## src/rtl/bram_rd_arb.sv

```systemverilog
// Round-robin arbiter sharing one BRAM read port among NREQ requesters.
// A tag pipeline tracks the fixed read latency and routes data back to the issuer.
module bram_rd_arb #(
    parameter int unsigned NREQ   = 4,
    parameter int unsigned AW     = 10,
    parameter int unsigned DW     = 16,
    parameter int unsigned RD_LAT = 2
) (
    input  logic                          CLK,
    input  logic                          RST_L,
    input  logic                          wr_active,
    input  logic [NREQ-1:0]               req_valid,
    input  logic [NREQ*AW-1:0]            req_addr,
    output logic [NREQ-1:0]               req_ready,
    output logic                          ram_re,
    output logic [AW-1:0]                 ram_addr,
    input  logic [DW-1:0]                 ram_dout,
    output logic [NREQ-1:0]               rsp_valid,
    output logic [DW-1:0]                 rsp_data,
    output logic [$clog2(RD_LAT+2)-1:0]   pend_cnt
);

    localparam int unsigned IW = (NREQ > 1) ? $clog2(NREQ) : 1;
    localparam int unsigned PW = $clog2(RD_LAT + 2);

    logic [IW-1:0]   ptr_q, ptr_d;
    logic            gnt_vld_c;
    logic [IW-1:0]   gnt_id_c;

    logic [RD_LAT-1:0] tag_vld_q, tag_vld_d;
    logic [IW-1:0]     tag_id_q [RD_LAT];
    logic [IW-1:0]     tag_id_d [RD_LAT];

    logic [NREQ-1:0] rsp_valid_q, rsp_valid_d;
    logic [DW-1:0]   rsp_data_q, rsp_data_d;
    logic [PW-1:0]   pend_cnt_q, pend_cnt_d;

    // Search from ptr upward, wrapping; reset and write ownership suppress any grant.
    always_comb begin
        int idx;
        gnt_vld_c = 1'b0;
        gnt_id_c  = '0;
        idx       = 0;
        if (RST_L && !wr_active) begin
            for (int k = 0; k < int'(NREQ); k++) begin
                idx = int'(ptr_q) + k;
                if (idx >= int'(NREQ)) begin
                    idx = idx - int'(NREQ);
                end
                if (!gnt_vld_c && req_valid[IW'(idx)]) begin
                    gnt_vld_c = 1'b1;
                    gnt_id_c  = IW'(idx);
                end
            end
        end
    end

    always_comb begin
        req_ready = '0;
        ram_re    = gnt_vld_c;
        ram_addr  = '0;
        if (gnt_vld_c) begin
            req_ready = NREQ'(1) << gnt_id_c;
            ram_addr  = req_addr[int'(gnt_id_c)*int'(AW) +: AW];
        end
    end

    // Next-state: pointer, tag shift, response capture, outstanding count.
    always_comb begin
        ptr_d       = ptr_q;
        tag_vld_d   = '0;
        rsp_valid_d = '0;
        rsp_data_d  = rsp_data_q;
        pend_cnt_d  = pend_cnt_q;
        for (int k = 0; k < int'(RD_LAT); k++) begin
            tag_id_d[k] = '0;
        end

        if (gnt_vld_c) begin
            ptr_d = (gnt_id_c == IW'(NREQ - 1)) ? '0 : gnt_id_c + IW'(1);
        end

        tag_vld_d[0] = gnt_vld_c;
        tag_id_d[0]  = gnt_id_c;
        for (int k = 1; k < int'(RD_LAT); k++) begin
            tag_vld_d[k] = tag_vld_q[k-1];
            tag_id_d[k]  = tag_id_q[k-1];
        end

        if (tag_vld_q[RD_LAT-1]) begin
            rsp_valid_d = NREQ'(1) << tag_id_q[RD_LAT-1];
            rsp_data_d  = ram_dout;
        end

        // A read leaves the count once its response has been presented.
        if (gnt_vld_c && !(|rsp_valid_q)) begin
            if (pend_cnt_q != PW'(RD_LAT + 1)) begin
                pend_cnt_d = pend_cnt_q + PW'(1);
            end
        end else if (!gnt_vld_c && (|rsp_valid_q)) begin
            if (pend_cnt_q != '0) begin
                pend_cnt_d = pend_cnt_q - PW'(1);
            end
        end
    end

    always_ff @(posedge CLK or negedge RST_L) begin
        if (!RST_L) begin
            ptr_q       <= '0;
            tag_vld_q   <= '0;
            rsp_valid_q <= '0;
            rsp_data_q  <= '0;
            pend_cnt_q  <= '0;
            for (int k = 0; k < int'(RD_LAT); k++) begin
                tag_id_q[k] <= '0;
            end
        end else begin
            ptr_q       <= ptr_d;
            tag_vld_q   <= tag_vld_d;
            rsp_valid_q <= rsp_valid_d;
            rsp_data_q  <= rsp_data_d;
            pend_cnt_q  <= pend_cnt_d;
            for (int k = 0; k < int'(RD_LAT); k++) begin
                tag_id_q[k] <= tag_id_d[k];
            end
        end
    end

    assign rsp_valid = rsp_valid_q;
    assign rsp_data  = rsp_data_q;
    assign pend_cnt  = pend_cnt_q;

endmodule
```

## config.mk

```make
export PLATFORM = sky130hd
export DESIGN_NAME = bram_rd_arb
export DESIGN_NICKNAME = d
export VERILOG_FILES = /design/src/rtl/bram_rd_arb.sv
export SDC_FILE = /design/constraint.sdc
export NUM_CORES = 1
export LEC_CHECK = 0
export ABC_CLOCK_PERIOD_IN_PS = 3200
export CORE_MARGIN = 3
export CORE_UTILIZATION = 40
export CTS_CLUSTER_DIAMETER = 60
export DETAILED_ROUTE_END_ITERATION = 10
export GPL_ROUTABILITY_DRIVEN = 0
export PLACE_DENSITY = 0.95
export SETUP_SLACK_MARGIN = 0.15
export SLEW_MARGIN = 5
export SYNTH_ARGS = -nofsm -noshare
export SYNTH_HDL_FRONTEND = slang
export SYNTH_SLANG_ARGS = --single-unit
```

## constraint.sdc

```tcl
create_clock -name CLK -period 3.2 [get_ports CLK]
set_input_delay 0.8 -clock CLK [delete_from_list [all_inputs] [get_ports CLK]]
set_output_delay 0.8 -clock CLK [all_outputs]
set_load 0.01 [all_outputs]
```

* Yosys cells after proc, flatten, opt, wreduce, memory -nomap -nowiden
Index checks and enable logic that the tools add are counted.
** Storage, ports and cells
- Flip-flop bits (word level) :: 30
- Output and inout bits :: 37
** Operators by class
- Add/subtract/negate cells :: 10
- $mul :: 1
- $lt $le $gt $ge :: 8
- Equality and inequality tests :: 3
- Shifts and indexed selects :: 3
- Multiplexer cells :: 41
- Reduce and logical (&&, ||, !) cells :: 17
** Operators with widths (count)
- $shiftx 40x7->10 :: 1
- $mux 2 :: 18
- $lt 2x4->1 const B :: 4
- $mux 1 :: 16
- $mux 10 :: 1
- $sub 2x1->2 const B :: 5
- $ge 3x3->1 const B :: 3
- $bmux 1 s2 :: 4
- $mux 4 :: 2
- $shl 1x2->4 const A :: 2
- $add 2x2->3 const B :: 2
- $logic_and 1x1->1 :: 6
- $logic_not 1->1 :: 6
- $reduce_bool 2->1 :: 3
- $mul 2x3->5 const B :: 1
- $add 2x1->2 const B :: 2
- $reduce_or 4->1 :: 1
- $add 2x1->3 const B :: 1
- $ge 2x3->1 const B :: 1
- $reduce_and 3->1 :: 1
- $eq 2x2->1 const B :: 1
- $ne 2x1->1 const B :: 1
- $ne 2x2->1 const B :: 1

* Longest topological paths before layout
Gate-level depths: netlist (run 1).
- Depth in word-level cells :: 24
- Gate-level depth with buffers :: 8

* Least setup slack after synthesis (run 1)
OpenSTA, ideal clock, no wires.
- Path type :: in2out
- Start :: in req_valid[1]
- End :: out req_ready[1]
- Data arrival time :: 2024 ps
- Required time :: 2400 ps
- Slack :: 376 ps
- Stages :: 7
- Path buffers :: 1
- Cell sequence :: nor4_1 -> nor3b_2 -> nand3_1 -> buf_2 -> inv_2 -> ha_1 -> and2_1
** RTL lines
- from (decl) :: line 12 : input logic [NREQ-1:0] req_valid,
- $bmux 1 s2 :: line 50 : if (!gnt_vld_c && req_valid[IW'(idx)]) begin
- $mux 1 (implied by the code) (2 in a row) :: line 50
- $mux 1 :: line 50
- $mux 1 :: line 44 : if (RST_L && !wr_active) begin
- $logic_not 1->1 :: line 50
- $logic_and 1x1->1 :: line 50
- $mux 1 :: line 50
- $mux 1 :: line 44
- [... 2 more ...]
- $mux 1 :: line 50
- $mux 1 :: line 44
- $logic_not 1->1 :: line 50
- $logic_and 1x1->1 :: line 50
- $mux 1 (*) :: line 50
- $mux 1 (*) :: line 44
- via ram_re :: line 15 : output logic ram_re,
- $mux 4 (*) :: line 62 : if (gnt_vld_c) begin
- to (decl) :: line 14 : output logic [NREQ-1:0] req_ready,
Mark *: on every way through the listed nets, which the timed path passes. The rest lies on a longest branch. The select of a mux whose other input is x is not followed.

* Worst setup path after layout (run 1)
- Start :: in req_valid[3]
- End :: out ram_addr[9]
** Between the ends
- Longest elaborated chain between the ends :: 20
** RTL lines
- $bmux 1 s2 :: line 50
- $mux 1 (implied by the code) (2 in a row) :: line 50
- $mux 1 :: line 50
- $mux 1 :: line 44
- $logic_not 1->1 :: line 50
- $logic_and 1x1->1 :: line 50
- $mux 1 :: line 50
- $mux 1 :: line 44
- [... 3 more ...]
- $mux 1 :: line 44
- $logic_not 1->1 :: line 50
- $logic_and 1x1->1 :: line 50
- $mux 2 :: line 50
- $mux 2 :: line 44
- $mul 2x3->5 :: line 64 : ram_addr = req_addr[int'(gnt_id_c)*int'(AW) +: AW];
- $shiftx 40x7->10 :: line 64
- $mux 10 (*) :: line 62
- to (decl) :: line 16 : output logic [AW-1:0] ram_addr,
Mark *: on every way between the ends. The rest lies on a longest branch, timed or not. The select of a mux whose other input is x is not followed.

==> results of run 1 <==
-- final cells by class --
class | count | area, sq um
fillers | 244 | 847
well taps | 48 | 60.1
clock buffers | 6 | 82.6
flip-flops and latches | 30 | 751
multi-input cells | 99 | 903
inverters | 2 | 10.0
clock inverters | 1 | 30.0
repair buffers | 115 | 1090
-- layer usage --
metal	up-vias	part of all wire	wire (um)	track usage
met5	-	0	0	0
met4	0	0.019	87	0.0911
met3	10	0.089	411	0.0580
met2	86	0.53	2430	0.357
met1	719	0.36	1680	0.207
li1	725	-	-	-
-- power by group through the flow --
stage	sequential [W]	clock (W)	combinational (W)
4_1_cts	0.000483	0.000386	0.000488
5_1_grt	0.000492	0.000402	0.000528
2_1_floorplan	0.000497	0	0.000191
6_report	0.000483	0.000376	0.000493
3_3_place_gp	0.000482	0	0.000466
3_5_place_dp	0.000486	0	0.000477
-- stage by stage --
stage               utilization  cell area, sq um  cells  setup slack, ns  hold slack (ns)
floorplan                     -              1610    138            0.376            0.331
global placement          0.731              2760    291           -0.569            0.332
detailed placement        0.731              2760    291           -0.599            0.335
CTS                       0.765              2880    300            0.158            0.348
global route              0.775              2920    301            0.119            0.364
finish                    0.775              2920    301            0.202            0.346
-- cell usage after synthesis (2+ instances only) --
cell type  number  area share
mux2_2         17        0.12
o32ai_2         7       0.071
a21oi_1         2      0.0062
nand3b_1        2      0.0093
clkbuf_1        2      0.0047
mux2i_1        12       0.075
o21ai_0         3      0.0093
nor2b_1         2      0.0078
nand2b_1        3       0.012
o22ai_1         2      0.0078
nand2_1         5       0.012
and2_1          4       0.016
dfrtp_1        30        0.47
buf_2           4       0.012
nor4_1          2      0.0078
nor2_1         22       0.051
o32ai_1         2       0.011
ha_1            5       0.039
-- sequential cells by signal, indices dropped and copies added, names as in the netlist --
signal     flops
pend_cnt       2
ptr_q          2
rsp_data      16
rsp_valid      4
tag_id_d       2
tag_id_q       2
tag_vld_q      2
-- worst reg2reg max path: cells and delay by family, from the launching register on --
family / cells / cell delay (ns)
compound gates: 1 / 0.29
flops: 1 / 0.48
simple gates: 3 / 0.37
mux: 1 / 0.26
buf+inv: 2 / 0.25
fa+ha+maj: 1 / 0.26
-- kinds of logic (layout without fill, tap and decap cells) --
kind of cell / count (synthesis) / after routing
flops: 30 / 30
fa+ha+maj: 5 / 5
compound gates: 20 / 20
mux: 29 / 29
buf+inv: 9 / 124
simple gates: 45 / 45
-- how the worst min path moves through the flow --
stage / slack (ns) / startpoint / depth (start not counted) / endpoint
floorplan: 0.33 / tag_id_d[0]$_DFF_PN0_ / 0 / tag_id_q[0]$_DFF_PN0_
global placement: 0.33 / tag_vld_q[0]$_DFF_PN0_ / 0 / tag_vld_q[1]$_DFF_PN0_
detailed placement: 0.33 / tag_id_d[0]$_DFF_PN0_ / 0 / tag_id_q[0]$_DFF_PN0_
CTS: 0.35 / tag_id_d[0]$_DFF_PN0_ / 0 / tag_id_q[0]$_DFF_PN0_
global route: 0.36 / tag_id_d[0]$_DFF_PN0_ / 0 / tag_id_q[0]$_DFF_PN0_
finish: 0.35 / tag_vld_q[0]$_DFF_PN0_ / 0 / tag_vld_q[1]$_DFF_PN0_
-- repair_timing --
action	4_1_cts	5_1_grt
cloned	2	0
gates resized for setup	84	14
buffers inserted	0	1
pin swaps	5	5
endpoints found under the setup margin	15	13
==> flow_metrics.env, run 1 <==
export IMPL_grt_max_degree=31
export IMPL_first_iter_violations=59
export IMPL_r2r_cells=8
export IMPL_cp_arrival_ns=2.20
export IMPL_hpwl_um=3530
export IMPL_powerDensity_mw_per_mm2=463
export IMPL_p_leak_nw=1.32
export IMPL_final_setup_tns_ns=0
export IMPL_max_freq_ghz=0.334
export IMPL_crit_chain="buf_4 -> nand2b_4 -> nand2_2 -> a221oi_2 -> nand3b_1 -> buf_6 -> o32ai_2 -> buf_2"
export IMPL_drt_total_wl_um=4610
export IMPL_start_kind="input pin"
export IMPL_post_route_period_util=0.937
export IMPL_wl_per_cell_um=15.3
export IMPL_drc_errors=0
export IMPL_layout_common_cells="79 x clkdlybuf4s50_1, 30 x dfrtp_1, 22 x nor2_1, 17 x mux2_2"
export IMPL_p_clk_frac=0.278
export IMPL_skew_ns=0.00351
export IMPL_p_total_w=0.00135
export IMPL_synth_top_family_by_area="multiplexers"
export IMPL_grt_overflow_total=0
export IMPL_vias_per_cell=5.12
export IMPL_path_delay_family="compound AO/OA/AOI/OAI gates"
export IMPL_muxShareOfSynthArea=0.193
export IMPL_grt_pass1_wl_um=7520
export IMPL_synth_fa_ha_area_frac=0.0389
export IMPL_synth_cell_types=30
export IMPL_r2r_start="ptr_q[0]$_DFFE_PN0P_"
export IMPL_clkLatencyLatePin_ns=0.27
export IMPL_vias=1540
export IMPL_synth_seq_area_share=0.466
export IMPL_crit_path_max_fanout=7
export IMPL_r2r_slack_ns=1.18
export IMPL_ys_seq_elements=30
export IMPL_track_usage=0.197
export IMPL_timing_rr_end="ptr_q[1]$_DFFE_PN0P_"
export IMPL_p_seq_frac=0.357
export IMPL_switching_power_w=0.000367
export IMPL_synth_xor_area_frac=0
export IMPL_cts_sink_count=30
export IMPL_drtAntennaViolNets=0
export IMPL_crit_type="in2out"
export IMPL_root_buffer="clkbuf_8"
export IMPL_swShare=0.271
export IMPL_pin_count=100
export IMPL_fin_nets=321
export IMPL_slew_viol_final=0
export IMPL_fp_coreArea_sq_mm=0.00377
export IMPL_worst_path_largest_cell_delay_ns=0.29
export IMPL_setup_viol=0
export IMPL_cts_hold_fix_buffers=0
export IMPL_intPower_w=0.000986
export IMPL_portBuffers=99
export IMPL_hold_viol=0
export IMPL_die_y_um=69.5
export IMPL_mostFrequentLayoutCell="clkdlybuf4s50_1"
export IMPL_synth_edf_count=0
export IMPL_die_x_um=69.5
export IMPL_placement_rows=22
export IMPL_crit_path_start="req_valid[3]"
export IMPL_synthSimpleGateAreaFrac=0.140
export IMPL_p_comb_frac=0.365
export IMPL_syn_avg_cell_area_sq_um=11.7
export IMPL_cts_buffers_inserted=5
export IMPL_yosys_warnings=0
export IMPL_worstSetupEndpointType="primary output"
export IMPL_synth_flop_cell="dfrtp_1"
export IMPL_start_util=0.427
export IMPL_setup_worst_path_end="ram_addr[9]"
export IMPL_postSynthCellCount=138
export IMPL_clk_pin_slew_ns=0.06
export IMPL_firstDrtPassIters=4
export IMPL_rsz0062_at_grt="true"
export IMPL_hp_class="reg2reg"
export IMPL_clockBufferDepth=2
export IMPL_path_buf_inv=3
export IMPL_synth_compound_area_share=0.133
export IMPL_grt_pass1_vias=1602
export IMPL_drive_gt1_frac=0.324
export IMPL_cpMaxStageDelayCell="a221oi_2"
export IMPL_diodes=0
export IMPL_cts_max_level=2
export IMPL_antenna_found_initial=0
export IMPL_syn_area_sq_mm=0.00161
export IMPL_outcome="complete, no violations"
export IMPL_critical_path_depth=8
export IMPL_tightest_slew_ns=0.745
export IMPL_drv_cap=0
export IMPL_slew_headroom=0.503
export IMPL_dieArea_sq_mm=0.00482
export IMPL_ir_worst_vdd_mv=0.209
export IMPL_syn_nets=206
export IMPL_cts_tree="built"
export IMPL_fin_crit_ns=3.00
export IMPL_critPathRequiredTime_ns=2.40
export IMPL_area_growth_pct=81.6
export IMPL_async_reset_ff_frac=1.00
Power figures use the tool's default switching activity.
==> inputs of run 2 (changes only) <==
ABC_CLOCK_PERIOD_IN_PS = 2890   (was 3200)
CORE_UTILIZATION = 37   (was 40)
GPL_TIMING_DRIVEN = 0   (was unset)
PLACE_DENSITY = 0.92   (was 0.95)
clock period = 2.89 ns   (was 3.2 ns; I/O delays follow)
==> flow_metrics.env, run 2 (synthesis gave the netlist of run 1 again) <==
export IMPL_p_leak_nw=1.32
export IMPL_antenna_found_initial=0
export IMPL_cpMostUsedCell="buf_6"
export IMPL_wl_per_cell_um=16.0
export IMPL_largest_reg_flops=16
export IMPL_drc_errors=0
export IMPL_setup_viol=0
export IMPL_hpwl_um=3470
export IMPL_stdcell_count=307
export IMPL_slew_headroom=0.624
export IMPL_grt_use_met2=0.362
export IMPL_r2r_slack_ns=1.01
export IMPL_fp_coreArea_sq_mm=0.00409
export IMPL_tightest_slew_ns=0.564
export IMPL_grt_max_degree=33
export IMPL_dp_cells=287
export IMPL_die_y_um=72.0
export IMPL_cts_sink_count=30
export IMPL_cts_tree="built"
export IMPL_track_usage=0.193
export IMPL_first_iter_violations=29
export IMPL_hp_class="in2async"
export IMPL_portBuffers=99
export IMPL_fin_nets=324
export IMPL_cts_buffers_inserted=5
export IMPL_clockBufferDepth=2
export IMPL_start_kind="input pin"
export IMPL_drv_cap=0
export IMPL_cpMaxStageDelayCell="a221oi_2"
export IMPL_clk_pin_slew_ns=0.06
export IMPL_fin_crit_ns=2.86
export IMPL_vias=1554
export IMPL_path_buf_inv=4
export IMPL_outcome="complete, no violations"
export IMPL_max_freq_ghz=0.350
export IMPL_post_route_period_util=0.989
export IMPL_rsz0062_at_grt="true"
export IMPL_diodes=0
export IMPL_met3_usage=0.0623
export IMPL_powerDensity_mw_per_mm2=491
export IMPL_grt_pass1_vias=1746
export IMPL_placement_rows=23
export IMPL_grt_busiest_layer="met2"
export IMPL_root_buffer="clkbuf_8"
export IMPL_vias_per_cell=5.06
export IMPL_clkLatencyLatePin_ns=0.28
export IMPL_slew_viol_final=0
export IMPL_path_delay_family="buffers and inverters"
export IMPL_mostFrequentLayoutCell="clkdlybuf4s50_1"
export IMPL_dieArea_sq_mm=0.00518
export IMPL_grt_pass1_wl_um=7730
export IMPL_firstDrtPassIters=4
export IMPL_area_growth_pct=89.7
export IMPL_start_util=0.394
export IMPL_worst_path_largest_cell_delay_ns=0.26
export IMPL_drt_total_wl_um=4900
export IMPL_skew_ns=0.00154
export IMPL_crit_chain="buf_8 -> nand2b_4 -> nand2_2 -> a221oi_2 -> nand3b_1 -> buf_6 -> buf_6 -> o32ai_4 -> buf_2"
export IMPL_final_setup_tns_ns=0
export IMPL_die_x_um=72.0
export IMPL_drtAntennaViolNets=0
export IMPL_grt_overflow_total=0
export IMPL_layout_common_cells="79 x clkdlybuf4s50_1, 28 x dfrtp_1, 17 x buf_6, 17 x mux2_2, 16 x nor2_1"
export IMPL_hold_viol=0
export IMPL_drive_gt1_frac=0.381
export IMPL_critPathRequiredTime_ns=2.17
export IMPL_ir_worst_vdd_mv=0.302
export IMPL_cts_max_level=2
export IMPL_crit_type="in2out"
export IMPL_pin_count=100
export IMPL_use_met1=0.196
export IMPL_cp_arrival_ns=2.14
export IMPL_crit_path_max_fanout=5
export IMPL_worstSetupEndpointType="primary output"
[run 2: cell types whose count changed in the layout (fill, tap and decap cells not counted), moves of 5 or more]
cell    change
buf_4       -5
buf_6      +13
nor2_1      -6
nor2_2      +5
[run 2: final timing paths]
check	depth (start not counted)	startpoint	to
max	9	req_valid[3]	ram_addr[5]
min	1	RST_L	pend_cnt[1]$_DFFE_PN0P_
max reg2reg	8	ptr_q[0]$_DFFE_PN0P_	ptr_q[1]$_DFFE_PN0P_
min reg2reg	0	tag_id_d[0]$_DFF_PN0_	tag_id_q[0]$_DFF_PN0_
max in group asynchronous	1	RST_L	ptr_q[1]$_DFFE_PN0P_
min in group CLK	0	tag_id_d[0]$_DFF_PN0_	tag_id_q[0]$_DFF_PN0_
[run 2: per-layer routing]
layer | vias to the layer above | part of all wire
met5 | - | 0
met4 | 0 | 0.034
met3 | 12 | 0.081
met2 | 91 | 0.54
met1 | 723 | 0.34
li1 | 728 | -
[run 2: through the flow]
| step | hold slack, ns | area (sq um) | total power, W | util | worst slack, ns |
|---|---|---|---|---|---|
| 3_3_place_gp | 0.332 | 2660 | 0.00102 | 0.652 | -2.13 |
| 4_1_cts | 0.284 | 2930 | 0.00148 | 0.717 | 0.0714 |
| 3_5_place_dp | 0.338 | 2660 | 0.00103 | 0.651 | -1.18 |
| 2_1_floorplan | 0.331 | 1610 | 0.000762 | - | 0.221 |
| 5_1_grt | 0.263 | 3050 | 0.00159 | 0.747 | -0.0489 |
| 6_report | 0.267 | 3050 | 0.00150 | 0.747 | 0.0318 |
[run 2: where the power goes]
group	total (W)	internal [W]	switching, W
Combinational	0.000568	0.000338	0.000230
Clock	0.000402	0.000253	0.000149
Sequential	0.000530	0.000482	0.0000474
[run 2: timing repair]
action	in CTS	in global routing
endpoints found under the setup margin	16	15
resized for setup	118	30
cloned	2	0
hold buffers	0	0
buffers inserted	9	1
pin swaps	11	7
endpoints found under the hold margin	0	0
[run 2: cell type report]
class | count | area (sq um)
plain buffers | 7 | 60.1
clock buffers | 5 | 68.8
clock inverters | 3 | 40.0
fillers | 282 | 1030
inverters | 2 | 15.0
multi-input cells | 99 | 970
flip-flops and latches | 30 | 753
well taps | 50 | 62.6
repair buffers | 111 | 1080
